==> src/rtl/key_input_pkg.sv <==
// Shared types for the keyboard input channel block.
// Holds the per-channel debounce FSM state encoding and the counter sizing helper.
package key_input_pkg;

  localparam int STATE_W = 2;

  typedef enum logic [STATE_W-1:0] {
    IDLE     = 2'd0,
    PRESS_DB = 2'd1,
    HELD     = 2'd2,
    REL_DB   = 2'd3
  } key_state_e;

  // The counter has to hold every value from 0 to deb.
  function automatic int cnt_width(input int deb);
    return (deb < 1) ? 1 : $clog2(deb + 1);
  endfunction

endpackage

==> src/rtl/key_fifo.sv <==
// Per-channel key-code queue: DEPTH entries, FIFO order, head reads 0 when empty.
// Latency: a push is visible at head the cycle after the write edge.
// Backpressure: the caller gates push/pop (never push when full unless popping too).
module key_fifo
  import key_input_pkg::*;
#(
  parameter int KW    = 5,
  parameter int DEPTH = 1
) (
  input  logic          CLOCK,
  input  logic          rst,
  input  logic          push,
  input  logic [KW-1:0] push_dat,
  input  logic          pop,
  output logic          full,
  output logic          empty,
  output logic          last,
  output logic [KW-1:0] head
);

  localparam int PW   = (DEPTH > 1) ? $clog2(DEPTH) : 1;
  localparam int CNTW = $clog2(DEPTH + 1);

  logic [PW-1:0]   wr_ptr_q, wr_ptr_d, rd_ptr_q, rd_ptr_d;
  logic [CNTW-1:0] cnt_q, cnt_d;
  // Sized to the pointer range so indexing is exact; pointers wrap at DEPTH.
  logic [KW-1:0]   mem_q [2**PW];

  always_comb begin
    wr_ptr_d = wr_ptr_q;
    rd_ptr_d = rd_ptr_q;
    cnt_d    = cnt_q;
    if (push) wr_ptr_d = (wr_ptr_q == PW'(DEPTH - 1)) ? '0 : wr_ptr_q + 1'b1;
    if (pop)  rd_ptr_d = (rd_ptr_q == PW'(DEPTH - 1)) ? '0 : rd_ptr_q + 1'b1;
    if (push && !pop)      cnt_d = cnt_q + 1'b1;
    else if (pop && !push) cnt_d = cnt_q - 1'b1;
  end

  always_ff @(posedge CLOCK) begin
    if (!rst) begin
      wr_ptr_q <= '0;
      rd_ptr_q <= '0;
      cnt_q    <= '0;
    end else begin
      wr_ptr_q <= wr_ptr_d;
      rd_ptr_q <= rd_ptr_d;
      cnt_q    <= cnt_d;
    end
  end

  always_ff @(posedge CLOCK) begin
    if (push) mem_q[wr_ptr_q] <= push_dat;
  end

  assign full  = (cnt_q == CNTW'(DEPTH));
  assign empty = (cnt_q == '0);
  assign last  = (cnt_q == CNTW'(1));
  assign head  = empty ? '0 : mem_q[rd_ptr_q];

endmodule

==> src/rtl/key_input_array.sv <==
// NCH keyboard channels: sync, debounce on smp, queue, one-cycle kyrpt per new head; KEY_RELEASE_RPT_EN adds rls_rpt.
// Latency: push on the DEB-th matching smp edge; chan_code/chan_vld/kyrpt registered one cycle later.
// Backpressure: none upstream; a push into a full queue is dropped and flagged on ovf until rd.
module key_input_array
  import key_input_pkg::*;
#(
  parameter int NCH   = 2,
  parameter int KW    = 5,
  parameter int DEB   = 3,
  parameter int DEPTH = 1
) (
  input  logic              CLOCK,
  input  logic              rst,
  input  logic              smp,
  input  logic [NCH*KW-1:0] key_i,
  input  logic [NCH-1:0]    rd,
  output logic [NCH*KW-1:0] chan_code,
  output logic [NCH-1:0]    chan_vld,
  output logic [NCH-1:0]    kyrpt,
  output logic [NCH-1:0]    ovf,
  output logic              any_rpt
`ifdef KEY_RELEASE_RPT_EN
  , output logic [NCH-1:0]  rls_rpt
`endif
);

  localparam int CW = cnt_width(DEB);

  logic [NCH-1:0] kyrpt_d;
  logic           any_rpt_q, any_rpt_d;

  for (genvar i = 0; i < NCH; i++) begin : g_ch
    logic [KW-1:0] sync1_q, sync2_q, samp;
    logic [KW-1:0] cand_q, cand_d, hld_q, hld_d, push_dat, head;
    logic [CW-1:0] cnt_q, cnt_d;
    key_state_e    state_q, state_d;
    logic          push, push_ok, pop_ok, f_full, f_empty, f_last;
    logic          ky_q, ky_d, ovf_q, ovf_d;
    int            run;

    assign samp = sync2_q;

    always_comb begin
      state_d  = state_q;
      cnt_d    = cnt_q;
      cand_d   = cand_q;
      hld_d    = hld_q;
      push     = 1'b0;
      push_dat = cand_q;
      run      = 0;
      if (smp) begin
        unique case (state_q)
          IDLE: if (samp != '0) begin
            if (DEB == 1) begin
              push = 1'b1; push_dat = samp; hld_d = samp; cnt_d = '0; state_d = HELD;
            end else begin
              cand_d = samp; cnt_d = CW'(1); state_d = PRESS_DB;
            end
          end
          PRESS_DB: if (samp == cand_q) begin
            run = int'(cnt_q) + 1;
            if (run >= DEB) begin
              push = 1'b1; hld_d = cand_q; cnt_d = '0; state_d = HELD;
            end else begin
              cnt_d = CW'(run);
            end
          end else if (samp == '0) begin
            cnt_d = '0; state_d = IDLE;
          end else begin
            cand_d = samp; cnt_d = CW'(1);
          end
          HELD: if (samp != hld_q) begin
            if (DEB == 1 && samp == '0) begin
              cnt_d = '0; state_d = IDLE;
            end else begin
              cand_d = samp; cnt_d = CW'(1); state_d = REL_DB;
            end
          end
          // cand == 0 marks that cnt is counting a run of zero samples.
          REL_DB: if (samp == hld_q) begin
            cnt_d = '0; state_d = HELD;
          end else if (samp == '0) begin
            run = (cand_q == '0) ? int'(cnt_q) + 1 : 1;
            if (run >= DEB) begin
              cnt_d = '0; state_d = IDLE;
            end else begin
              cand_d = '0; cnt_d = CW'(run);
            end
          end else if (DEB == 1) begin
            push = 1'b1; push_dat = samp; hld_d = samp; cnt_d = '0; state_d = HELD;
          end else begin
            cand_d = samp; cnt_d = CW'(1); state_d = PRESS_DB;
          end
          default: state_d = IDLE;
        endcase
      end
    end

    // Pop is applied before push, so a full queue with rd still accepts the new code.
    always_comb begin
      pop_ok  = rd[i] & ~f_empty;
      push_ok = push & (~f_full | pop_ok);
      ky_d    = (push_ok & f_empty) | (pop_ok & (push_ok | ~f_last));
      ovf_d   = ovf_q;
      if (rd[i])            ovf_d = 1'b0;
      if (push && !push_ok) ovf_d = 1'b1;
    end

    always_ff @(posedge CLOCK) begin
      if (!rst) begin
        sync1_q <= '0;
        sync2_q <= '0;
        state_q <= IDLE;
        cnt_q   <= '0;
        cand_q  <= '0;
        hld_q   <= '0;
        ky_q    <= 1'b0;
        ovf_q   <= 1'b0;
      end else begin
        sync1_q <= key_i[i*KW +: KW];
        sync2_q <= sync1_q;
        state_q <= state_d;
        cnt_q   <= cnt_d;
        cand_q  <= cand_d;
        hld_q   <= hld_d;
        ky_q    <= ky_d;
        ovf_q   <= ovf_d;
      end
    end

    key_fifo #(.KW(KW), .DEPTH(DEPTH)) u_fifo (
      .CLOCK    (CLOCK),
      .rst      (rst),
      .push     (push_ok),
      .push_dat (push_dat),
      .pop      (pop_ok),
      .full     (f_full),
      .empty    (f_empty),
      .last     (f_last),
      .head     (head)
    );

    assign kyrpt_d[i]            = ky_d;
    assign chan_code[i*KW +: KW] = head;
    assign chan_vld[i]           = ~f_empty;
    assign kyrpt[i]              = ky_q;
    assign ovf[i]                = ovf_q;

`ifdef KEY_RELEASE_RPT_EN
    logic rls_q, rls_d;

    always_comb begin
      rls_d = (state_q == HELD || state_q == REL_DB) && (state_d == IDLE);
    end

    always_ff @(posedge CLOCK) begin
      if (!rst) rls_q <= 1'b0;
      else      rls_q <= rls_d;
    end

    assign rls_rpt[i] = rls_q;
`endif
  end

  always_comb begin
    any_rpt_d = |kyrpt_d;
  end

  always_ff @(posedge CLOCK) begin
    if (!rst) any_rpt_q <= 1'b0;
    else      any_rpt_q <= any_rpt_d;
  end

  assign any_rpt = any_rpt_q;

endmodule

==> config.mk <==
export PLATFORM = sky130hd
export DESIGN_NAME = key_input_array
export DESIGN_NICKNAME = d
export VERILOG_FILES = /design/src/rtl/key_input_pkg.sv /design/src/rtl/key_fifo.sv /design/src/rtl/key_input_array.sv
export SDC_FILE = /design/constraint.sdc
export NUM_CORES = 1
export LEC_CHECK = 0
export ABC_AREA = 1
export CAP_MARGIN = 40
export CORE_ASPECT_RATIO = 1.1
export CORE_UTILIZATION = 55
export DETAILED_ROUTE_END_ITERATION = 10
export PLACE_DENSITY = 0.8
export SKIP_LAST_GASP = 1
export SYNTH_ARGS = -nofsm -noshare
export SYNTH_HDL_FRONTEND = slang
export SYNTH_SLANG_ARGS = --single-unit
==> constraint.sdc <==
create_clock -name CLOCK -period 2.2 [get_ports CLOCK]
set_input_delay 0.44 -clock CLOCK [delete_from_list [all_inputs] [get_ports CLOCK]]
set_output_delay 0.44 -clock CLOCK [all_outputs]
set_load 0.05 [all_outputs]
==> results of run 1 <==
metal layers:
| metal | track usage, % | part of all wire [%] | wire length, µm | up-vias |
|---|---|---|---|---|
| met5 | 0 | 0 | 0 | - |
| met2 | 35.68 | 45 | 2802 | 90 |
| met3 | 4.049 | 5.6 | 345 | 12 |
| li1 | - | - | - | 1443 |
| met4 | 10.94 | 2.2 | 133 | 0 |
| met1 | 28.74 | 47 | 2893 | 1162 |
stage by stage:
| stage | cells | hold slack, ns | util, % | total power, mW | cell area, µm² |
|---|---|---|---|---|---|
| floorplan | 453 | 0.3905 | - | 1.756 | 3172 |
| global placement | 553 | 0.3927 | 64.86 | 1.882 | 3545 |
| detailed placement | 553 | 0.3965 | 64.86 | 1.897 | 3545 |
| CTS | 569 | 0.4107 | 68.27 | 2.863 | 3731 |
| global route | 569 | 0.4293 | 68.64 | 3.010 | 3751 |
| finish | 569 | 0.4094 | 68.64 | 2.851 | 3751 |
state kept, by name, indices dropped and copies added, names as in the netlist:
register	count
g_ch.cand_q	10
g_ch.hld_q	10
g_ch.samp	10
g_ch.sync1_q	10
g_ch.u_fifo.mem_q	10
g_ch.cnt_q	4
g_ch.state_q	4
g_ch.ky_q	2
g_ch.ovf_q	2
g_ch.u_fifo.full	2
any_rpt	1
power breakdown:
group	total [mW]	switching (mW)	internal (mW)	leakage (nW)
logic	0.521	0.325	0.196	1.37
registers	1.36	0.0818	1.28	0.542
clock network	0.970	0.419	0.551	0.0974
area by class of cell:
class / instances / area (µm²)
Fill cell: 487 / 1714
Sequential cell: 65 / 1401
Multi-Input combinational cell: 295 / 1390
Timing Repair Buffer: 37 / 372.9
Inverter: 81 / 304.0
Clock buffer: 13 / 148.9
Tap cell: 75 / 93.84
Clock inverter: 3 / 40.04
cell usage after synthesis, types with 3 or more instances:
library cell / number / area share, %
edfxtp_1: 10 / 9.5
nand3_1: 12 / 1.9
dfxtp_1: 55 / 35
xor2_1: 3 / 0.83
nand4_1: 4 / 0.79
nand2_1: 135 / 16
nor2_1: 58 / 6.9
nand3_2: 4 / 1.3
inv_1: 74 / 8.8
clkbuf_1: 3 / 0.36
nor3_1: 7 / 1.1
nor2_2: 4 / 0.79
ha_1: 8 / 3.2
a21oi_1: 26 / 4.1
o21ai_0: 19 / 3.0
buf_4: 6 / 1.4
inv_2: 6 / 0.71
xnor2_1: 5 / 1.4
timing repair:
action	in CTS	in global routing
hold endpoints to repair	0	0
resized for setup	2	8
buffers inserted	0	0
pin swaps	0	0
setup endpoints to repair	2	8
worst paths after layout:
| check | from | endpoint | slack (ns) | cells past startpoint |
|---|---|---|---|---|
| setup / recovery | g_ch[1].u_fifo.full | chan_vld[1] | 0.10 | 1 |
| hold / removal | g_ch[0].sync1_q[3] | g_ch[0].samp[3] | 0.41 | 2 |
| setup reg to reg | g_ch[0].cnt_q[0] | g_ch[0].cand_q[2] | 0.26 | 10 |
| hold reg to reg | g_ch[0].sync1_q[3] | g_ch[0].samp[3] | 0.41 | 2 |
logic make-up after synthesis:
| group | synth area share, % |
|---|---|
| simple gates | 29.98 |
| buf+inv | 11.99 |
| flops | 44.18 |
| compound gates | 8.481 |
| xor+xnor | 2.209 |
| fa+ha+maj | 3.156 |
==> metrics.md, run 1 <==
| Metric | Value |
|---|---|
| Outcome | `finished clean` |
| Layout cell share with drive strength beyond 1 | `8.097%` |
| Initial antenna violation count | `0` |
| CTS H-tree lvls | `3` |
| Die X | `74.41 µm` |
| Routed WL per cell | `10.85 µm` |
| Lkg Pwr | `2.013 nW` |
| Number of nets still failing antenna checks after routing | `0` |
| Final hold vios | `0` |
| Nets@finish | `512` |
| CTS tree | `yes` |
| Initial DRC count | `~150` |
| Arr. time, crit path | `between 1.5 and 2 ns` |
| Hold Crit Class | `reg2reg` |
| Tmin final | `2.096 ns` |
| Worst path slowest cell | `clkdlybuf4s50_1` |
| Fmax | `0.4771 GHz` |
| Synth Net Count | `476` |
| Cells after synthesis | `453` |
| Cts hold-fix bufs | `0` |
| Die height | `81.65 µm` |
| WL final | `6175 µm` |
| Avg Cell Area, Syn | `7.002 µm²` |
| Synthesized area | `3172 µm²` |
| Detailed Place HPWL | `about 4700 µm` |
| Detailed-route DRC error count | `0` |
| Synthesized flop and latch total | `65` |
| Starting Density | `58.04%` |
| DR pass1 iterations | `4` |
| First-pass GRT wire length | `10,130 µm` |
| Maximum vdd drop | `426.8 µV` |
| Delay-heaviest family, CP | `buffers and inverters` |
| Vias in the first global route | `2,323` |
| Commonest non-fill, non-tap cells in the layout | `nand2_1, inv_1, nor2_1` |
| Register area share after synthesis | `around 44%` |
| Bufs and invs on worst path | `1` |
| Global Route Usage Sum | `22.27%` |
| Full die area | `between 6000 and 7000 µm²` |
| CTS Buf Count | `9` |
| Pin count of the biggest net entering global routing | `25` |
| Required time worst endpoint | `1.76 ns` |
| Worst slew pin tran | `~0.52 ns` |
| Critical path peak fanout | `8` |
| Total gr overflow | `0` |
| CP Cell Sequence | `clkdlybuf4s50_1` |
| Commonest non-fill, non-tap cell in the layout | `nand2_1` |
| Worst setup path category | `reg2out` |
| IO Count | `32` |
| RSZ-0062 raised after global routing | `false` |
| Max_cap viols | `0` |
| Floorplan core area | `5465 µm²` |
| Final worst path period share | `95.27%` |
| IO Port Bufs | `31` |
| Worst slack, placed | `0.2229 ns` |
| GP Congestion | `between 0.9 and 1` |
| Max incr delay on CP | `0.86 ns` |
| Total negative setup slack | `0 ns` |
| Number of clock sinks | `65` |
| Asr flop ratio synth | `0%` |
| Max-Slew Margin vs Limit | `65.08%` |
| Synth-to-layout area growth | `18.26%` |
| Num rows | `28` |
| Yosys warnings | `0` |
| Slew Limit Fails | `0` |
| Clk Latency, worst-skew pair | `between 0.3 and 0.4 ns` |
| Worst-path clk slew | `0.06 ns` |
| CP endpoint kind | `primary output` |
| Post-synth EDFFs | `10` |
| Ys flop type | `dfxtp_1` |
| Post-route setup slack | `0.1041 ns` |
| Finish-stage setup viols | `0` |
| Pwr Density | `760.0 nW/µm²` |
| Vias per cell | `4.757` |
| Netlist cell types | `29` |
| # diodes | `0` |
| Root Buffer | `clkbuf_8` |
| Clock buffer depth | `2` |
| Final clock skew | `between 0.007 and 0.008 ns` |
| Crit start category | `flip-flop` |
| DR vias | `2,707` |
No activity file was read; power rests on OpenSTA's default activity.
==> run 2, diff against run 1 <==
Settings changed: CORE_MARGIN from default to 4, GPL_ROUTABILITY_DRIVEN from default to 0.
==> metrics.md, run 2 (synthesized netlist as in run 1, its figures left out) <==
| Metric | Value |
|---|---|
| Outcome | `finished clean` |
| Worst setup path category | `reg2out` |
| Worst path slowest cell | `clkdlybuf4s50_1` |
| First-pass GRT wire length | `roughly 11,000 µm` |
| Crit start category | `flip-flop` |
| Layout cell share with drive strength beyond 1 | `under 10%` |
| Die X | `80.41 µm` |
| Starting Density | `57.67%` |
| Clock buffer depth | `2` |
| Hold Crit Start | `g_ch[0].sync1_q[3]` |
| Number of nets still failing antenna checks after routing | `0` |
| Max incr delay on CP | `~0.87 ns` |
| CP endpoint kind | `primary output` |
| DR pass1 iterations | `4` |
| Tmin final | `2.117 ns` |
| Lkg Pwr | `1.988 nW` |
| CTS tree | `yes` |
| DR vias | `2,720` |
| Commonest non-fill, non-tap cells in the layout | `nand2_1, inv_1, nor2_1` |
| Post-route setup slack | `0.08343 ns` |
| Internal power | `around 1.9 mW` |
| Final clock skew | `0.009209 ns` |
| Initial DRC count | `between 150 and 200` |
| Vias in the first global route | `2,453` |
| Worst slack, placed | `about 0.22 ns` |
| Critical path peak fanout | `8` |
| Global Route Usage Sum | `19.46%` |
| Final worst path period share | `96.21%` |
| Filler cells | `479` |
| Initial antenna violation count | `0` |
| Worst hold path cell count | `2` |
| Reg power frac | `~50%` |
| Pin count of the biggest net entering global routing | `25` |
| Max-Slew Margin vs Limit | `about 65%` |
| Finish-stage setup viols | `0` |
| Final hold vios | `0` |
| Hold Crit Class | `reg2reg` |
| Slew Limit Fails | `0` |
| Reg-to-Reg End | `g_ch[1].cand_q[4]` |
| Worst slew pin tran | `0.5277 ns` |
| Max_cap viols | `0` |
| Seq. cell area | `1401 µm²` |
| Sw Pwr | `0.8219 mW` |
| Worst-path clk slew | `0.06 ns` |
| Vias per cell | `between 4 and 5` |
| Area occupied by multi-input gates | `1390 µm²` |
| Worst reg2reg setup slack | `0.28 ns` |
| Reg-to-Reg Start | `g_ch[1].cnt_q[0]` |
| CTS Buf Count | `9` |
| # diodes | `0` |
| Cells on worst reg2reg path | `9` |
| Clk Latency, worst-skew pair | `0.34 ns` |
| Detailed-route DRC error count | `0` |
| CTS H-tree lvls | `3` |
| Fmax | `around 0.47 GHz` |
| Total power | `between 2 and 3 mW` |
| Full die area | `7047 µm²` |
| Delay-heaviest family, CP | `buffers and inverters` |
| Total negative setup slack | `0 ns` |
| Die height | `around 88 µm` |
| Maximum vdd drop | `579.2 µV` |
| IO Count | `32` |
| Final instance area | `3722 µm²` |
| Root Buffer | `clkbuf_8` |
| Required time worst endpoint | `1.76 ns` |
| RSZ-0062 raised after global routing | `false` |
| Arr. time, crit path | `1.68 ns` |
| Floorplan core area | `5500 µm²` |
| Hold EP | `g_ch[0].samp[3]` |
| CP Cell Sequence | `clkdlybuf4s50_1` |
| Number of clock sinks | `65` |
| Commonest non-fill, non-tap cell in the layout | `nand2_1` |
| Routed WL per cell | `between 10 and 15 µm` |
| Total gr overflow | `0` |
| Comb power frac | `19.0%` |
| Pwr Density | `732.9 nW/µm²` |
| Clock power share | `a little under a third` |
| Bufs and invs on worst path | `1` |
| Nets@finish | `512` |
| Placed cell areas | `around 3500 µm²` |
| Net Sw Frac | `a little under a third` |
| Num rows | `28` |
| Detailed Place HPWL | `between 4000 and 5000 µm` |
| Synth-to-layout area growth | `17.36%` |
| IO Port Bufs | `31` |
| Cts hold-fix bufs | `0` |
| WL final | `around 6000 µm` |
## run 2: power by group through the flow
stage               registers, mW  clock network, mW  logic [mW]
floorplan                    1.36                  0       0.395
global placement             1.38                  0       0.502
detailed placement           1.38                  0       0.513
CTS                          1.36              0.869       0.516
global route                 1.37              0.924       0.602
finish                       1.36              0.850       0.518
## run 2: worst max path at each step
stage	depth (start not counted)	from	slack (ns)	to
after floorplan	10	g_ch[0].cnt_q[0]	0.53	g_ch[0].cand_q[0]
after global placement	7	smp	0.25	g_ch[0].u_fifo.mem_q[0][1]
after detailed placement	7	smp	0.22	g_ch[0].u_fifo.mem_q[0][1]
after CTS	3	g_ch[0].u_fifo.full	0.002	chan_code[3]
after global routing	1	g_ch[0].u_fifo.full	0.02	chan_vld[0]
final	1	g_ch[0].u_fifo.full	0.08	chan_vld[0]
## run 2: per-layer routing
layer,global-route usage [%],routed length [µm],up-vias
met5,0,0,-
li1,-,-,1448
met3,5.247,411,14
met4,9.370,153,0
met1,24.13,2721,1180
met2,31.40,2828,78
## run 2: through the flow
step           instances  util, %  hold WS (ns)
2_1_floorplan        453        -        0.3905
3_3_place_gp         553    64.40        0.3935
3_5_place_dp         553    64.40        0.3947
4_1_cts              569    67.36        0.4089
5_1_grt              569    67.68        0.4315
6_report             569    67.68        0.4088
## run 2: repair_timing
item,in CTS,in global routing
resized for setup,2,7
endpoints found under the hold margin,0,0
buffers inserted,0,0
endpoints found under the setup margin,2,7
## run 2: area by class of cell
class	instances	share of cell area (%)
clock inverters	4	0.5378
flip-flops and latches	65	37.65
well taps	75	2.521
repair buffers	37	9.882
inverters	81	8.168
clock buffers	12	3.899
multi-input cells	295	37.34
==> run 3, diff against run 2 <==
Settings changed: SLEW_MARGIN from default to 20.
==> results of run 3 <==
The final DEF is identical to that of run 2; final timing and power are the same.
==> patch 1 (config.mk and constraints of run 2) <==
`DEB`: 3 -> 5.
--- a/src/rtl/key_input_array.sv
+++ b/src/rtl/key_input_array.sv
@@ -6,7 +6,7 @@
 #(
   parameter int NCH   = 2,
   parameter int KW    = 5,
-  parameter int DEB   = 3,
+  parameter int DEB   = 5,
   parameter int DEPTH = 1
 ) (
   input  logic              CLOCK,
Function: changed (Yosys sat finds a counterexample within 10 cycles, from zero or initial values and one cycle with rst low).
==> patch 1 against run 2 <==
Via count up 6.0%. Highest routed layer unchanged. Wire length is 8.1% higher. Register-to-register slack improved by 0.04 ns. Count of clock-buffer cells in the layout unchanged. Utilization shrank 0.10 points. Area after synthesis grew 5.6%. Total power grew 13%. Design area is 6.1% higher. Largest cell class is now multi-input gates. Sequential share of layout area shrank 1.1 points. Sequential cell count rose by 2. Worst setup slack better by 0.032 ns.
==> patch 1: results <==
group,metric,value,unit
sta,skew,0.00743,ns
yosys,synth.yosys.seq_area_share,0.430,
worst_setup_path,cp-startpoint,"g_ch[1].u_fifo.full$_SDFFE_PN0P_",
power,pg_seq,1.39,mW
worst_setup_path,cp_top_family,"buffers and inverters",
worst_setup_path,cp_slowest_cell,"clkdlybuf4s50_1",
power,p_comb,518,uW
yosys,synth_edf_count,10,
route,drtIter0Drc,126,
yosys,yosys_warnings,0,
route,dr.pass1.iters,4,
place,placed_area,3690,um2
grt,grt_use_total,0.198,
place,pre_cts_slack,0.104,ns
place,io_buffers,31,
yosys,synthesis.nets,495,
power,p_sw_frac,0.286,
grt,grt_pass1_vias,2698,
yosys,synthTopCellsByArea,"dfxtp_1 34%, nand2_1 13%, inv_1 10%, edfxtp_1 9.0%, nor2_1 6.4%",
yosys,yosys.cell_types.count,37,
worst_setup_path,r2r-start,"g_ch[0].cnt_q[0]$_SDFFE_PN0P_",
layout,final_nets,526,
grt,grt_pass1_wl,11700,um
yosys,synthXorXnorAreaFrac,0.0209,
yosys,synth-compound-area-share,0.0833,
route,vias_per_cell,4.90,
route,dr_wl_met2,3100,um
worst_setup_path,crit_end,"chan_vld[1]",
worst_setup_path,crit_fanout,7,
yosys,ys.flop_type,"dfxtp_1",
power,powerDensity,780,nW/um2
worst_setup_path,worstPathArrival,1.64,ns
worst_setup_path,crit-reg2reg-capture,"g_ch[0].cand_q[2]$_SDFFE_PN0P_",
route,wl_met3,321,um
sta,fin_crit_sh,0.947,
route,avgRoutedWirePerCell,11.2,um
grt,grt_max_degree,50,
place,hpwl,4840,um
clock_network,numCtsBuffers,9,
worst_setup_path,r2r_slack,0.32,ns
yosys,ys_async_sr_fraction,0,
run_status,status,"complete, no violations",
grt,antenna_found_initial,0,
clock_network,cts_buffer_depth,2,
clock_network,clk_latency,0.34,ns
grt,met2_usage,0.320,
worst_setup_path,slowest_delay,0.86,ns
grt,use_met1,0.260,
clock_network,cts_resized,0,
clock_network,cts.clk_slew.worst_paths,0.07,ns
layout,fill_cells,485,
layout,drive_gt1_frac,0.0978,
power,peakVddDrop,617,uV
yosys,synth_common_cells,"117 x nand2_1, 92 x inv_1, 57 x dfxtp_1, 57 x nor2_1, 24 x nand3_1",
grt,met3_usage,0.0360,
route,wl_met1,3080,um
power,p_leak,2.09,nW
sta,relSlewSlack,0.661,
yosys,synthAdderAreaFrac,0.0187,
worst_setup_path,rr_worst_depth,12,
## patch 1: cell count changes in the layout (fill, tap and decap cells not counted), moves of 4 or more
| cell | before | now |
|---|---|---|
| nand3_1 | 12 | 24 |
| nand2_1 | 135 | 117 |
| o21ai_1 | 2 | 6 |
| inv_1 | 74 | 92 |
| a21oi_1 | 26 | 19 |
## patch 1: area by class of cell
type,count,share of cell area
clock inverters,4,0.0127
flip-flops and latches,67,0.365
multi-input cells,298,0.370
inverters,96,0.0919
well taps,77,0.0244
clock buffers,12,0.0475
repair buffers,34,0.0881
## patch 1: worst min path at each step
stage | start | end | slack (ns)
after detailed placement | g_ch[0].sync1_q[0]$_SDFF_PN0_ | g_ch[0].samp[0]$_SDFF_PN0_ | 0.40
after global placement | g_ch[1].sync1_q[0]$_SDFF_PN0_ | g_ch[1].samp[0]$_SDFF_PN0_ | 0.39
after global routing | g_ch[0].sync1_q[0]$_SDFF_PN0_ | g_ch[0].samp[0]$_SDFF_PN0_ | 0.43
after CTS | g_ch[0].sync1_q[0]$_SDFF_PN0_ | g_ch[0].samp[0]$_SDFF_PN0_ | 0.41
final | g_ch[1].sync1_q[2]$_SDFF_PN0_ | g_ch[1].samp[2]$_SDFF_PN0_ | 0.41
after floorplan | g_ch[0].sync1_q[0]$_SDFF_PN0_ | g_ch[0].samp[0]$_SDFF_PN0_ | 0.39
## patch 1: through the flow
stage          cells  hold WS (ns)  utilization
2_1_floorplan    475         0.390            -
3_3_place_gp     572         0.392        0.632
3_5_place_dp     572         0.396        0.632
4_1_cts          588         0.414        0.672
5_1_grt          588         0.430        0.676
6_report         588         0.413        0.676
## patch 1: worst min-delay path, cell delays in order (launching register included)
cell and delay [ns]:
dfxtp_1 0.31, nand2_1 0.04, inv_1 0.04
==> patch 2 (config.mk and constraints of run 2) <==
Made on the original files. The output `any_rpt` loses its register stage (`any_rpt_q` becomes a continuous assignment).
--- a/src/rtl/key_input_array.sv
+++ b/src/rtl/key_input_array.sv
@@ -166,10 +166,7 @@
     any_rpt_d = |kyrpt_d;
   end
 
-  always_ff @(posedge CLOCK) begin
-    if (!rst) any_rpt_q <= 1'b0;
-    else      any_rpt_q <= any_rpt_d;
-  end
+  assign any_rpt_q = any_rpt_d;
 
   assign any_rpt = any_rpt_q;
 
Check against the original RTL: not equivalent (a bounded check fails within 10 cycles, from zero or initial values and one cycle with rst low).
==> patch 2 against run 2 <==
The flow now finishes with violations (setup timing). Worst setup slack got worse by 0.090 ns. Area after synthesis increased by 1.1%. Hold slack is essentially flat. Design area grew 12%. Critical endpoint is now any_rpt. Critical path type unchanged. Highest routed layer unchanged. Clock skew grew 0.00080 ns. Total power grew 27%. Largest power group unchanged. Wire length increased by 28%. Sequential cell count shrank 1.
==> patch 2: results <==
group,metric,value,unit
grt,grt_max_degree,23,
worst_setup_path,r2r-start,"g_ch[0].cand_q[2]$_SDFFE_PN0P_",
route,vias,3089,
route,drtIter0Drc,288,
yosys,synthesis.nets,486,
yosys,synth_common_cells,"131 x nand2_1, 86 x inv_1, 67 x nor2_1",
power,p_sw_frac,0.288,
grt,grt_use_total,0.222,
place,hpwl,4900,um
worst_setup_path,cp_top_family,"flip-flops",
grt,grt_pass1_wl,12000,um
yosys,synth.yosys.seq_area_share,0.431,
worst_setup_path,crit-reg2reg-capture,"g_ch[0].state_q[1]$_SDFFE_PN0P_",
sta,finalSetupViolCount,1,
sta,worstMarginPinSlew,0.589,ns
route,dr.pass1.iters,8,
sta,skew,0.0100,ns
route,vias_per_cell,5.15,
power,peakVddDrop,486,uV
grt,grt_pass1_vias,2735,
sta,fin_ws,-0.00646,ns
yosys,syn_inst,463,
worst_setup_path,cp_slowest_cell,"dfxtp_1",
clock_network,cts_resized,25,
run_status,violations,"setup timing",
worst_setup_path,slowest_delay,0.50,ns
layout,fill_cells,414,
worst_setup_path,crit_fanout,6,
route,avgRoutedWirePerCell,13.0,um
clock_network,cts_setup_buffers,8,
worst_setup_path,worstPathArrival,1.77,ns
power,p_leak,2.16,nW
layout,final_nets,543,
clock_network,htree_levels,3,
place,dp.cells,566,
layout,drive_gt1_frac,0.171,
min_path,worstHoldStart,"g_ch[0].sync1_q[3]$_SDFF_PN0_",
run_status,status,"complete, but fails checks",
yosys,ys_async_sr_fraction,0,
worst_setup_path,rr_worst_depth,18,
patch 2: cell types whose count changed after synthesis, moves of 3 or more:
cell and delta:
nand3b_1 +3, nand3_1 +6, xor2_1 -3, nor2_1 +9
a21oi_1 -9, nand2_1 -4, nand3_2 -3, inv_1 +12
inv_2 -3, o21a_1 +6
patch 2: cells by family (layout without fill, tap and decap cells):
group                    Yosys count  in the layout  synth area share
flip-flops                        64             64             0.431
buffers and inverters            101            163             0.129
XOR/XNOR                           4              4            0.0109
AO/OA/AOI/OAI                     45             45            0.0812
AND/OR/NAND/NOR                  241            241             0.317
adder cells (fa/ha/maj)            8              8            0.0312
patch 2: worst max-delay path by stage:
stage	slack, ns	to	from
3_5_place_dp	0.17	g_ch[0].cand_q[2]$_SDFFE_PN0P_	smp
2_1_floorplan	0.19	any_rpt	g_ch[1].samp[0]$_SDFF_PN0_
6_report	-0.006	any_rpt	g_ch[1].cand_q[2]$_SDFFE_PN0P_
3_3_place_gp	0.20	any_rpt	smp
4_1_cts	-0.03	g_ch[0].state_q[1]$_SDFFE_PN0P_	g_ch[0].samp[0]$_SDFF_PN0_
5_1_grt	-0.11	any_rpt	g_ch[1].state_q[0]$_SDFFE_PN0P_
patch 2: per-stage QoR:
| stage | TNS [ns] | hold WS (ns) | setup slack, ns | utilization | instance area, um2 |
|---|---|---|---|---|---|
| finish | -0.00646 | 0.409 | -0.00646 | 0.756 | 4160 |
| global route | -0.207 | 0.425 | -0.114 | 0.756 | 4160 |
| CTS | -0.0631 | 0.409 | -0.0333 | 0.728 | 4010 |
| detailed placement | 0 | 0.397 | 0.165 | 0.659 | 3620 |
| global placement | 0 | 0.392 | 0.196 | 0.659 | 3620 |
| floorplan | 0 | 0.390 | 0.188 | - | 3210 |
patch 2: routing by layer:
metal | up-vias | track usage | routed length [um]
met4 | 0 | 0.118 | 272
met5 | - | 0 | 0
met3 | 28 | 0.0453 | 570
met2 | 155 | 0.378 | 3810
li1 | 1520 | - | -
met1 | 1386 | 0.261 | 3160
patch 2: power by group through the flow:
stage	registers (mW)	clock network [mW]	logic, mW
3_3_place_gp	1.38	0	0.565
6_report	1.37	1.32	0.770
5_1_grt	1.38	1.40	0.851
2_1_floorplan	1.36	0	0.439
3_5_place_dp	1.39	0	0.585
4_1_cts	1.37	1.32	0.676
patch 2: area by class of cell:
cell class | instances | area (um2) | share of cell area
repair buffers | 58 | 549 | 0.132
clock inverters | 1 | 30.0 | 0.00722
flip-flops and latches | 64 | 1420 | 0.342
inverters | 89 | 337 | 0.0809
well taps | 75 | 93.8 | 0.0226
clock buffers | 15 | 251 | 0.0605
multi-input cells | 298 | 1480 | 0.355
